File: src/rtl/pcm_decoder.sv
// PCM receive path: deserialises frame-synced 8-bit codes (MSB first) and expands them to
// 13-bit sign-magnitude samples behind a one-code pending buffer. Option: PCM_DEC_MIDPOINT_EN.
module pcm_decoder #(
    parameter int CNT_W = 3
) (
    input  logic        clk,
    input  logic        rst_n,
    input  logic        bit_en,
    input  logic        fs,
    input  logic        sdi,
    input  logic        out_ready,
    input  logic        err_clr,
    output logic [12:0] data_out,
    output logic        out_valid,
    output logic        overflow,
    output logic        sync_err
);

    typedef enum logic {
        IDLE,
        SHIFT
    } state_t;

`ifdef PCM_DEC_MIDPOINT_EN
    localparam logic RND = 1'b1;
`else
    localparam logic RND = 1'b0;
`endif

    localparam logic [CNT_W-1:0] LAST_BIT = CNT_W'(7);

    state_t           state_q;
    logic [CNT_W-1:0] cnt_q;
    logic [7:0]       shift_q;

    logic [7:0]  code_q,  code_d;
    logic        pend_q,  pend_d;
    logic [12:0] data_q,  data_d;
    logic        valid_q, valid_d;
    logic        ovf_q,   ovf_d;
    logic        serr_q,  serr_d;

    logic [7:0] new_code;
    logic       code_done;
    logic       sync_hit;
    logic       xfer;
    logic       load;
    logic       drop;

    // Segment expansion: segment k sets the implied leading one at bit k+4 (none for k=0).
    function automatic logic [12:0] expand(input logic [7:0] code);
        logic [2:0]  k;
        logic [11:0] q_ext;
        logic [11:0] mag;
        k     = code[6:4];
        q_ext = {8'b0, code[3:0]};
        if (k == 3'd0) begin
            mag = {7'b0, code[3:0], RND};
        end else begin
            mag = (12'd1 << ({1'b0, k} + 4'd4)) | (q_ext << k) | ({11'b0, RND} << (k - 3'd1));
        end
        return {code[7], mag};
    endfunction

    assign new_code  = {shift_q[6:0], sdi};
    assign code_done = (state_q == SHIFT) && bit_en && !fs && (cnt_q == LAST_BIT);
    assign sync_hit  = (state_q == SHIFT) && bit_en && fs;
    assign xfer      = pend_q && (!valid_q || out_ready);
    // A completion only fits if the pending slot is empty or is being drained this edge.
    assign load      = code_done && (!pend_q || xfer);
    assign drop      = code_done && pend_q && !xfer;

    // NOTE: sequential state is updated with non-blocking assignments only, so every
    // register samples the pre-edge values regardless of statement order.
    always_ff @(posedge clk or negedge rst_n) begin
        if (!rst_n) begin
            state_q <= IDLE;
            cnt_q   <= '0;
            shift_q <= '0;
        end else begin
            case (state_q)
                IDLE: begin
                    if (bit_en && fs) begin
                        shift_q <= new_code;
                        cnt_q   <= CNT_W'(1);
                        state_q <= SHIFT;
                    end
                end
                SHIFT: begin
                    if (bit_en) begin
                        if (fs) begin
                            // Resynchronise: this bit becomes the sign bit of a fresh code.
                            shift_q <= {7'b0, sdi};
                            cnt_q   <= CNT_W'(1);
                        end else if (cnt_q == LAST_BIT) begin
                            shift_q <= new_code;
                            cnt_q   <= '0;
                            state_q <= IDLE;
                        end else begin
                            shift_q <= new_code;
                            cnt_q   <= cnt_q + CNT_W'(1);
                        end
                    end
                end
                default: state_q <= IDLE;
            endcase
        end
    end

    // NOTE: every variable driven here gets its hold value first, so no path leaves it
    // unassigned and no latch is inferred.
    always_comb begin
        code_d  = code_q;
        pend_d  = pend_q;
        data_d  = data_q;
        valid_d = valid_q;
        ovf_d   = ovf_q;
        serr_d  = serr_q;

        if (xfer) begin
            data_d  = expand(code_q);
            valid_d = 1'b1;
            pend_d  = 1'b0;
        end else if (valid_q && out_ready) begin
            valid_d = 1'b0;
        end

        if (load) begin
            code_d = new_code;
            pend_d = 1'b1;
        end

        if (err_clr) begin
            ovf_d  = 1'b0;
            serr_d = 1'b0;
        end
        if (drop) begin
            ovf_d = 1'b1;
        end
        if (sync_hit) begin
            serr_d = 1'b1;
        end
    end

    always_ff @(posedge clk or negedge rst_n) begin
        if (!rst_n) begin
            code_q  <= '0;
            pend_q  <= 1'b0;
            data_q  <= '0;
            valid_q <= 1'b0;
            ovf_q   <= 1'b0;
            serr_q  <= 1'b0;
        end else begin
            code_q  <= code_d;
            pend_q  <= pend_d;
            data_q  <= data_d;
            valid_q <= valid_d;
            ovf_q   <= ovf_d;
            serr_q  <= serr_d;
        end
    end

    assign data_out  = data_q;
    assign out_valid = valid_q;
    assign overflow  = ovf_q;
    assign sync_err  = serr_q;

endmodule

File: config.mk
export PLATFORM = sky130hd
export DESIGN_NAME = pcm_decoder
export DESIGN_NICKNAME = d
export VERILOG_FILES = /design/src/rtl/pcm_decoder.sv
export SDC_FILE = /design/constraint.sdc
export NUM_CORES = 1
export LEC_CHECK = 0
export ABC_AREA = 0
export CAP_MARGIN = 20
export CORE_MARGIN = 1
export CORE_UTILIZATION = 54
export DETAILED_ROUTE_END_ITERATION = 7
export GPL_ROUTABILITY_DRIVEN = 0
export PLACE_DENSITY = 0.75
export SYNTH_ARGS = -nofsm -noshare
export SYNTH_HDL_FRONTEND = slang
export SYNTH_SLANG_ARGS = --single-unit
File: constraint.sdc
create_clock -name clk -period 1.8 [get_ports clk]
set_input_delay 0.18 -clock clk [delete_from_list [all_inputs] [get_ports clk]]
set_output_delay 0.18 -clock clk [all_outputs]
set_load 0.01 [all_outputs]
==> PnR_summary.wiki, run 1 <==
{| class="wikitable"
! Metric !! Value
|-
| Run status || completed
|-
| Num Clock Sinks || 36
|-
| Via count || 1299
|-
| Hold Violations, Final || 0
|-
| Leading cell types in the layout, fill and taps excluded || sky130_fd_sc_hd__dfrtp_1, sky130_fd_sc_hd__clkdlybuf4s50_1, sky130_fd_sc_hd__mux2_2
|-
| First-pass GRT wire length || 5670 um
|-
| Worst stage delay on the critical path || 0.38 ns
|-
| RSZ-0062 raised after global routing || false
|-
| Chip width || 60.0 um
|-
| Number of diodes added for antenna fixing || 0
|-
| Number of enable flip-flop cells after synthesis || 0
|-
| Synthesized netlist net count || 177
|-
| Yosys warning total || 0
|-
| Achievable clock frequency || 605 MHz
|-
| Die Y-Extent || 60.0 um
|-
| Normalized max-slew margin || 68.7%
|-
| Static Leak || 0.917 nW
|-
| Class of the most critical setup path || flip-flop to flip-flop
|-
| Most common cell after layout, fill and taps aside || sky130_fd_sc_hd__dfrtp_1
|-
| Number of nets in the finished design || 198
|-
| Most used flip-flop cell after synthesis || sky130_fd_sc_hd__dfrtp_1
|-
| Count of port buffers added during placement || 22
|-
| Arrival time at the worst endpoint || 1.89 ns
|-
| CTS Root Cell || sky130_fd_sc_hd__clkbuf_4
|-
| Multi-input logic area || about 820 um2
|-
| Clock tree from TritonCTS || yes
|-
| Total clock buffers created by CTS || 5
|-
| Via count of the first global-routing pass || 1255
|-
| Average via count per standard cell || around 5.6
|-
| Total core area || 3130 um2
|-
| Netlist area before placement || approximately 1800 um2
|-
| Startpoint type of the worst setup path || flip-flop
|-
| Share of flip-flops with an asynchronous set or reset || 100%
|-
| Hold-fix buffer count after cts || 0
|-
| Fill cell count || 253
|-
| Longest Clk Path Bufs || 2
|-
| First-pass iteration count of the detailed router || 4
|-
| PostCTS Resize Cnt || 0
|-
| Number of pins with negative max-slew slack in the final report || 0
|-
| Final standard cell count with taps included and fillers excluded || 234
|-
| Effective utilization at floorplan || 58.0%
|-
| Period utilisation layout || 91.9%
|-
| Seq cells post-synth || 36
|-
| Maximum number of pins on one net before global-route repair || 37
|-
| Overall power after layout || 1.85 mW
|-
| Number of setup violations in the final report || 0
|-
| Synth unique cells || 33
|-
| Max-Cap Viols || 0
|-
| Placed inst area || 2050 um2
|-
| Post-CTS setup repair buffer count || 0
|-
| Depth of the most critical reg-to-reg path || 5
|-
| Crit path capture type || flip-flop
|-
| Cell-by-cell trace of the critical path || ha_1 -> ha_1 -> nand4b_2 -> a21oi_4 -> mux2_2
|-
| Cell count after placement || 226
|-
| Wire length after detailed routing || around 3300 um
|-
| Number of antenna violations at the first check in global routing || 0
|-
| Average routed wire per standard cell || 14.0 um
|-
| Placed wire-length estimate after detailed placement || 2290 um
|-
| Per-instance average area after synthesis || 10.8 um2
|-
| CP most frequent cell || sky130_fd_sc_hd__ha_1
|-
| Clock slew at the register clock pins of the worst setup and hold paths || 0.10 ns
|-
| Top fanout value on the critical path || 8
|-
| Share of cells above drive strength 1 || roughly 16%
|-
| Register area || 901 um2
|-
| Max Clock Skew || 0.00301 ns
|-
| Crit path time final || 1.65 ns
|-
| Boundary Pins || 23
|-
| Clock network latency to the later pin of the worst-skew pair || roughly 0.34 ns
|-
| Leftover overflow at the end of global routing || 0
|-
| Total power density per cell area || slightly below 900 nW/um2
|-
| Number of H-tree levels || 2
|-
| Placement Rows || 20
|-
| Overall Global Routing Usage || approximately 22%
|-
| Remaining routing DRC violations || 0
|-
| Peak VDD IR || 0.699 mV
|-
| Part of the Yosys area used for sequential elements || just under 50%
|-
| Gate count after technology mapping || 168
|-
| Die Outline Area || ~3600 um2
|-
| Post-route standard cell area excluding fillers || between 2000 and 2500 um2
|-
| HP Class || primary input to async pin
|-
| Layout overhead on the synthesized area || 16.1%
|-
| Initial detailed-routing violation count || 23
|-
| Worst Path Required || 2.03 ns
|-
| Fin Setup TNS || 0 ns
|-
| Antenna Violating Nets Remaining || 0
|-
| Transition time of the tightest slew-check pin || 0.470 ns
|-
| Slowest stage cell, crit path || sky130_fd_sc_hd__dfrtp_1
|}
## worst max-delay path, delay by kind of cell (launching register included)
| kind | cells | cell delay, ns |
|---|---|---|
| AOI/OAI and AO/OA | 1 | 0.28 |
| DFF | 1 | 0.38 |
| adders and majority gates | 2 | 0.36 |
| muxes | 1 | 0.37 |
| and+or+nand+nor | 1 | 0.16 |
## metrics by stage
| step | hold WS, ns | util [%] | worst slack, ns |
|---|---|---|---|
| after floorplan | -0.116 | - | 0.267 |
| after global placement | 0.470 | 65.5 | 0.159 |
| after detailed placement | 0.473 | 65.5 | 0.131 |
| after CTS | 0.235 | 67.4 | 0.115 |
| after global routing | 0.281 | 67.4 | 0.0136 |
| final | 0.237 | 67.4 | 0.146 |
## layer usage
metal  routed length, um  up-vias  GRT usage [%]
met5                   0        -              0
met4                  61        0           10.3
met3                 113        4           7.14
met2                1550       18           35.9
met1                1550      639           27.1
li1                    -      638              -
## logic make-up after synthesis
family                   count (synthesis)  synth area share [%]
AND/OR/NAND/NOR                         48                  16.2
AO/OA/AOI/OAI                           45                  16.0
flip-flops                              36                  49.6
multiplexers                            19                  11.6
buffers and inverters                   18                  5.24
adder cells (fa/ha/maj)                  2                  1.38
## state kept, by name (all words and copies together), names as in the netlist
register and count:
data_out 13, code_q 8, sync_err 1, out_valid 1, overflow 1, cnt_q 3
pend_q 1, shift_q 7, state_q 1
## report_power, final
| group | internal [mW] | switching, mW | total, mW |
|---|---|---|---|
| Sequential | 0.911 | 0.0868 | 0.998 |
| Clock | 0.193 | 0.257 | 0.450 |
| Combinational | 0.230 | 0.173 | 0.403 |
| Total | 1.33 | 0.517 | 1.85 |
## layout make-up
| class | count | share of cell area [%] |
|---|---|---|
| multi-input cells | 114 | 38.9 |
| repair buffers | 26 | 11.9 |
| clock buffers | 8 | 2.79 |
| inverters | 6 | 1.07 |
| well taps | 44 | 2.61 |
| flip-flops and latches | 36 | 42.8 |
## cell usage after synthesis (all sizes together) (3+ instances only)
cell	count	share of area, %
mux2	16	9.9
a31oi	9	3.1
o22ai	3	1.0
nor2b	14	4.8
nor3b	3	1.2
and2	3	1.2
nand2b	5	2.1
dfrtp	36	50
a21oi	12	3.9
nand3	7	1.9
o2bb2ai	4	1.9
o211ai	3	1.2
o21ai	9	2.5
buf	10	3.6
mux2i	3	1.7
inv	6	1.2
nand2	10	2.1
## final timing paths
check	from	to	slack, ns
setup / recovery	cnt_q[0]	code_q[0]	0.15
min in group clk	err_clr	sync_err	0.43
setup reg to reg	cnt_q[0]	code_q[0]	0.15
hold / removal	rst_n	sync_err	0.24
hold reg to reg	data_out[9]	data_out[9]	0.49
max in group asynchronous	rst_n	shift_q[3]	1.25
Note: power is estimated with default switching activity, not from simulation.
==> inputs of run 2 (changes only) <==
Settings changed: CORE_MARGIN 1 to 10.
==> run 2 against run 1 <==
Compared with the run above: flip-flop and latch count stayed put; combinational power is 1% higher; setup slack worse by 0.029 ns; via count is 2.6% higher; critical path depth stayed put; sequential power hardly changed; maximum frequency is 1.7% lower; clock power is 11% lower; critical path type unchanged; critical endpoint is now code_q[1]; largest cell class unchanged.
==> PnR_summary.wiki, run 2 (synthesis gave the netlist of run 1 again) <==
{| class="wikitable"
! Metric !! Value
|-
| Placed wire-length estimate after detailed placement || 2580 um
|-
| Initial detailed-routing violation count || 66
|-
| Register area || 901 um2
|-
| Register-to-register path setup slack || ~0.12 ns
|-
| Average via count per standard cell || 5.72
|-
| Startpoint type of the worst setup path || flip-flop
|-
| Clock network latency to the later pin of the worst-skew pair || 0.34 ns
|-
| Fin Setup TNS || 0 ns
|-
| Num Clock Sinks || 36
|-
| Overall power after layout || 1.81 mW
|-
| Post-CTS setup repair buffer count || 0
|-
| Chip width || 78.0 um
|-
| Normalized max-slew margin || just under 70%
|-
| Die Y-Extent || 78.0 um
|-
| Period utilisation layout || 93.5%
|-
| WHS || 0.250 ns
|-
| Hold-fix buffer count after cts || 0
|-
| Layout overhead on the synthesized area || 15.4%
|-
| Reg-to-reg critical path endpoint || code_q[1]
|-
| Total core area || ~3100 um2
|-
| Crit path capture type || flip-flop
|-
| Max-Cap Viols || 0
|-
| Part of the total power dissipated in sequential elements || 55.3%
|-
| Count of port buffers added during placement || 22
|-
| Least setup slack across all paths after layout || 0.118 ns
|-
| Worst Path Required || 2.03 ns
|-
| Switching share of total power || 28.8%
|-
| Antenna Violating Nets Remaining || 0
|-
| Cell count after placement || about 230
|-
| Fill cell count || 255
|-
| Class of the most critical setup path || flip-flop to flip-flop
|-
| Placement Rows || 20
|-
| Remaining routing DRC violations || 0
|-
| Boundary Pins || 23
|-
| HP Class || primary input to async pin
|-
| Achievable clock frequency || 594 MHz
|-
| Average routed wire per standard cell || about 15 um
|-
| RR Startpoint || cnt_q[0]
|-
| Transition time of the tightest slew-check pin || between 0.4 and 0.5 ns
|-
| Setup slack at placement || 0.114 ns
|-
| Number of nets in the finished design || 198
|-
| Maximum number of pins on one net before global-route repair || 37
|-
| Longest Clk Path Bufs || 2
|-
| Most common cell after layout, fill and taps aside || sky130_fd_sc_hd__dfrtp_1
|-
| Number of H-tree levels || 2
|-
| First-pass iteration count of the detailed router || 4
|-
| Crit path time final || around 1.7 ns
|-
| Number of pins with negative max-slew slack in the final report || 0
|-
| Die Outline Area || 6080 um2
|-
| Overall Global Routing Usage || 11.9%
|-
| Wire length after detailed routing || 3490 um
|-
| First-pass GRT wire length || around 6100 um
|-
| Flip-flop count of the largest register, all copies and words added || 13
|-
| Number of setup violations in the final report || 0
|-
| PostCTS Resize Cnt || 0
|-
| Final standard cell count with taps included and fillers excluded || 233
|-
| Share of cells above drive strength 1 || between 10% and 20%
|-
| CTS Root Cell || sky130_fd_sc_hd__clkbuf_4
|-
| Depth of the most critical reg-to-reg path || 5
|-
| Peak VDD IR || 0.420 mV
|-
| Cell internal power dissipation || 1.28 mW
|-
| Total power density per cell area || 862 nW/um2
|-
| Number of antenna violations at the first check in global routing || 0
|-
| Clock slew at the register clock pins of the worst setup and hold paths || 0.10 ns
|-
| Switching pwr || 0.521 mW
|-
| Total clock buffers created by CTS || 5
|-
| Run status || completed
|-
| Arrival time at the worst endpoint || 1.91 ns
|-
| Hold Violations, Final || 0
|-
| Combinational share of power || 22.5%
|-
| Max Clock Skew || just over 0.005 ns
|-
| Number of diodes added for antenna fixing || 0
|-
| Leading cell types in the layout, fill and taps excluded || sky130_fd_sc_hd__dfrtp_1, sky130_fd_sc_hd__clkdlybuf4s50_1, sky130_fd_sc_hd__mux2_2
|-
| RSZ-0062 raised after global routing || false
|-
| Leftover overflow at the end of global routing || 0
|-
| Via count of the first global-routing pass || 1272
|-
| Clock share of power || 22.1%
|-
| Clock tree from TritonCTS || yes
|-
| Effective utilization at floorplan || approximately three fifths
|-
| Via count || 1333
|-
| Top fanout value on the critical path || 8
|-
| Multi-input logic area || between 800 and 900 um2
|-
| Static Leak || 0.912 nW
|}
run 2: changes by cell type in the layout (fill, tap and decap cells not counted), sizes merged:
cell    change
clkinv      +1
clkbuf      -2
run 2: area by class of cell:
class	instances	area share, %
Clock buffer	6	1.97
Clock inverter	1	0.239
Inverter	6	1.08
Multi-Input combinational cell	114	39.1
Sequential cell	36	43.0
Tap cell	44	2.63
Timing Repair Buffer	26	11.9
run 2: worst max path at each step:
stage | from | end | depth (start not counted)
4_1_cts | cnt_q[0] | code_q[1] | 5
5_1_grt | cnt_q[0] | code_q[2] | 5
2_1_floorplan | cnt_q[0] | code_q[0] | 5
6_report | cnt_q[0] | code_q[1] | 5
3_5_place_dp | cnt_q[0] | code_q[5] | 5
3_3_place_gp | out_ready | code_q[7] | 4
run 2: power groups by stage:
| stage | clock (mW) | sequential [mW] | combinational [mW] |
|---|---|---|---|
| 3_5_place_dp | 0 | 1.01 | 0.413 |
| 4_1_cts | 0.412 | 0.999 | 0.416 |
| 2_1_floorplan | 0 | 1.01 | 0.214 |
| 6_report | 0.400 | 0.999 | 0.407 |
| 5_1_grt | 0.451 | 1.01 | 0.455 |
| 3_3_place_gp | 0 | 1.01 | 0.401 |
run 2: critical path: stages, from the launching register on:
cell,delay [ns]
sky130_fd_sc_hd__dfrtp_1,0.39
sky130_fd_sc_hd__ha_1,0.15
sky130_fd_sc_hd__ha_1,0.21
sky130_fd_sc_hd__nand4b_2,0.17
sky130_fd_sc_hd__a21oi_4,0.28
sky130_fd_sc_hd__mux2_2,0.37
run 2: per-layer routing:
| layer | GRT usage [%] | part of all wire (%) |
|---|---|---|
| met5 | 0 | 0 |
| met4 | 4.30 | 1.4 |
| met3 | 3.80 | 5.4 |
| met2 | 19.7 | 49 |
| met1 | 14.3 | 44 |
run 2: metrics by stage:
step                      util [%]  area, um2
after floorplan                  -       1820
after global placement        65.5       2050
after detailed placement      65.5       2050
after CTS                     67.0       2090
after global routing          67.0       2090
final                         67.0       2090
==> inputs of run 3 (changes only) <==
Settings changed: ABC_AREA 0 to 1, CELL_PAD_IN_SITES_DETAIL_PLACEMENT set to 1, CELL_PAD_IN_SITES_GLOBAL_PLACEMENT set to 2, CORE_UTILIZATION 54 to 32, MAX_ROUTING_LAYER set to met4.
==> run 3 against run 2 <==
Compared with the run above: cell count rose by 29%; sequential power fell by 11%; maximum frequency rose by 8.6%; clock skew rose by 0.0030 ns; utilization fell by 26 points; via count rose by 2.3%; combinational power fell by 55%; critical path depth rose by 2; setup slack improved by 0.13 ns; wire length rose by 14%; non-clock buffer count fell by 2; critical path type unchanged.
==> PnR_summary.wiki, run 3 <==
{| class="wikitable"
! Metric !! Value
|-
| Run status || completed
|-
| GR met3 Demand/Resource || under 10%
|-
| Post-Synth XOR/XNOR Area || 0%
|-
| Number of H-tree levels || 2
|-
| Hold Violations, Final || 0
|-
| Max Clock Skew || 0.00820 ns
|-
| RSZ-0062 raised after global routing || false
|-
| Placed wire-length estimate after detailed placement || 3120 um
|-
| Normalized max-slew margin || between 60 and 70%
|-
| Die Outline Area || 8600 um2
|-
| Most common cell after layout, fill and taps aside || sky130_fd_sc_hd__nand2_1
|-
| Part of the Yosys area used for sequential elements || 53.2%
|-
| Biggest area contributors in the synthesized netlist || sky130_fd_sc_hd__dfrtp_1, sky130_fd_sc_hd__nand2_1, sky130_fd_sc_hd__nand3_1
|-
| Register-to-register path setup slack || 0.25 ns
|-
| Via count of the first global-routing pass || 1506
|-
| Leading cell types in the layout, fill and taps excluded || sky130_fd_sc_hd__nand2_1, sky130_fd_sc_hd__dfrtp_1, sky130_fd_sc_hd__nand3_1
|-
| Boundary Pins || 23
|-
| PostCTS Resize Cnt || 0
|-
| Placement Rows || 26
|-
| Placed inst area || 1980 um2
|-
| Layout overhead on the synthesized area || 22.1%
|-
| Worst Path Required || 1.97 ns
|-
| Mux cell area share after synthesis || 0%
|-
| Wire length after detailed routing || 3970 um
|-
| Longest Clk Path Bufs || 2
|-
| Synth cell count leaders || sky130_fd_sc_hd__nand2_1, sky130_fd_sc_hd__dfrtp_1, sky130_fd_sc_hd__nand3_1
|-
| Total clock buffers created by CTS || 5
|-
| Flip-flop count of the largest register, all copies and words added || 13
|-
| Synth area leader || sky130_fd_sc_hd__dfrtp_1
|-
| Fraction of the mapped netlist area in simple logic gates || ~28%
|-
| Peak VDD IR || ~0.50 mV
|-
| CTS Root Cell || sky130_fd_sc_hd__clkbuf_8
|-
| Endpoint of the worst setup timing path || code_q[0]
|-
| Total power density per cell area || 786 nW/um2
|-
| Antenna Violating Nets Remaining || 0
|-
| WHS || 0.315 ns
|-
| Share of cells above drive strength 1 || 10.4%
|-
| Post-route standard cell area excluding fillers || 2070 um2
|-
| Gate count after technology mapping || 203
|-
| First-pass iteration count of the detailed router || 4
|-
| Clock network latency to the later pin of the worst-skew pair || 0.29 ns
|-
| Met1 demand-to-capacity share in global routing || 11.3%
|-
| Arrival time at the worst endpoint || 1.72 ns
|-
| Hold-fix buffer count after cts || 0
|-
| Netlist area before placement || 1690 um2
|-
| Die Y-Extent || 92.7 um
|-
| Fin Setup TNS || 0 ns
|-
| Average via count per standard cell || 4.54
|-
| Overall Global Routing Usage || 10.1%
|-
| Share of flip-flops with an asynchronous set or reset || 100%
|-
| Count of port buffers added during placement || 22
|-
| Reg-to-reg critical path endpoint || code_q[0]
|-
| Number of pins with negative max-slew slack in the final report || 0
|-
| Final standard cell count with taps included and fillers excluded || 300
|-
| Depth of the most critical reg-to-reg path || 7
|-
| Fill cell count || 626
|-
| Remaining routing DRC violations || 0
|-
| Number of nets in the finished design || 238
|-
| Number of setup violations in the final report || 0
|-
| Average routed wire per standard cell || ~13 um
|-
| Effective utilization at floorplan || 33.1%
|-
| Class of the most critical setup path || flip-flop to flip-flop
|-
| Per-instance average area after synthesis || 8.34 um2
|-
| Crit path time final || about 1.5 ns
|-
| HP Class || primary input to async pin
|-
| Top fanout value on the critical path || 17
|-
| Yosys warning total || 0
|-
| Via count || 1363
|-
| Startpoint type of the worst setup path || flip-flop
|-
| Adder-Cell Fraction of Synth Area || 1.48%
|-
| Crit path capture type || flip-flop
|-
| Dominant combinational cell family by area after synthesis || simple AND/OR/NAND/NOR gates
|-
| Post-CTS setup repair buffer count || 0
|-
| Number of antenna violations at the first check in global routing || 0
|-
| CP Launch Point || cnt_q[0]
|-
| Share of the synthesized area in the top cell type || 53.2%
|-
| Met2 capacity usage during global routing || 16.6%
|-
| Synth unique cells || 19
|-
| Most common cell in the netlist || sky130_fd_sc_hd__nand2_1
|-
| Most used flip-flop cell after synthesis || sky130_fd_sc_hd__dfrtp_1
|-
| Synthesized netlist net count || 212
|-
| RR Startpoint || cnt_q[0]
|-
| Initial detailed-routing violation count || 44
|-
| Clock tree from TritonCTS || yes
|-
| Max-Cap Viols || 0
|-
| Static Leak || between 1 and 1.5 nW
|-
| First-pass GRT wire length || ~7000 um
|-
| Achievable clock frequency || 645 MHz
|-
| Seq cells post-synth || 36
|-
| Maximum number of pins on one net before global-route repair || 37
|-
| Cell count after placement || just under 300
|-
| End-of-flow core utilization || 40.5%
|-
| Compound-gate portion of the synthesized area || 9.46%
|-
| Clock slew at the register clock pins of the worst setup and hold paths || 0.07 ns
|-
| Transition time of the tightest slew-check pin || 0.450 ns
|-
| Chip width || 92.7 um
|-
| Number of enable flip-flop cells after synthesis || 0
|-
| Total core area || slightly above 5000 um2
|-
| Global route hottest layer || met2
|-
| Number of diodes added for antenna fixing || 0
|-
| Period utilisation layout || 86.1%
|-
| Leftover overflow at the end of global routing || 0
|-
| Num Clock Sinks || 36
|}
[run 3: cell types whose count changed after synthesis, moves of 4 or more]
cell                        change
sky130_fd_sc_hd__nand2_1       +63
sky130_fd_sc_hd__nand3_1       +19
sky130_fd_sc_hd__inv_1         +17
sky130_fd_sc_hd__mux2_2        -16
sky130_fd_sc_hd__nor2b_1       -14
sky130_fd_sc_hd__a21oi_1        -9
sky130_fd_sc_hd__a31oi_1        -9
sky130_fd_sc_hd__nor2_1         +7
sky130_fd_sc_hd__o21ai_2        +7
sky130_fd_sc_hd__buf_2          -5
sky130_fd_sc_hd__nand2b_1       -4
sky130_fd_sc_hd__o21ai_0        +4
sky130_fd_sc_hd__o2bb2ai_1      -4
[run 3: how the worst min path moves through the flow]
stage | endpoint | slack (ns) | depth (start not counted)
floorplan | cnt_q[0] | -0.12 | 0
global placement | data_out[12] | 0.47 | 2
detailed placement | data_out[2] | 0.46 | 2
CTS | data_out[0] | 0.33 | 2
global route | data_out[0] | 0.36 | 2
finish | pend_q | 0.31 | 2
[run 3: cell families after synthesis]
kind of cell	count (synthesis)
AO/OA/AOI/OAI	25
adder cells (fa/ha/maj)	2
buffers and inverters	29
flip-flops	36
AND/OR/NAND/NOR	111
[run 3: routing by layer]
| layer | vias up | wire length, um |
|---|---|---|
| met1 | 649 | 1820 |
| met3 | 4 | 163 |
| li1 | 691 | - |
| met4 | 0 | 35 |
| met2 | 19 | 1950 |
| met5 | - | 0 |
[run 3: through the flow]
step / worst slack [ns] / total power [mW]
floorplan: 0.406 / 0.995
global placement: 0.233 / 1.08
detailed placement: 0.241 / 1.09
CTS: 0.223 / 1.66
global route: 0.0965 / 1.72
finish: 0.250 / 1.63
[run 3: report_power, final]
part	switching, mW	internal, mW
Sequential	0.0334	0.852
Clock	0.285	0.269
Combinational	0.108	0.0762
Total	0.427	1.20
[run 3: critical path, stage by stage (launching register included)]
cell and delay [ns]:
sky130_fd_sc_hd__dfrtp_1 0.38, sky130_fd_sc_hd__ha_1 0.16, sky130_fd_sc_hd__ha_1 0.19, sky130_fd_sc_hd__inv_1 0.08, sky130_fd_sc_hd__nor3_4 0.23, sky130_fd_sc_hd__nand2_4 0.18, sky130_fd_sc_hd__nor2_1 0.17, sky130_fd_sc_hd__a21oi_2 0.04
[run 3: area by class of cell]
cell class	instances	area (um2)	area share, %
clock buffers	5	68.8	3.33
flip-flops and latches	36	901	43.6
multi-input cells	138	666	32.2
repair buffers	24	235	11.4
inverters	24	90.1	4.36
well taps	70	87.6	4.24
clock inverters	3	18.8	0.908
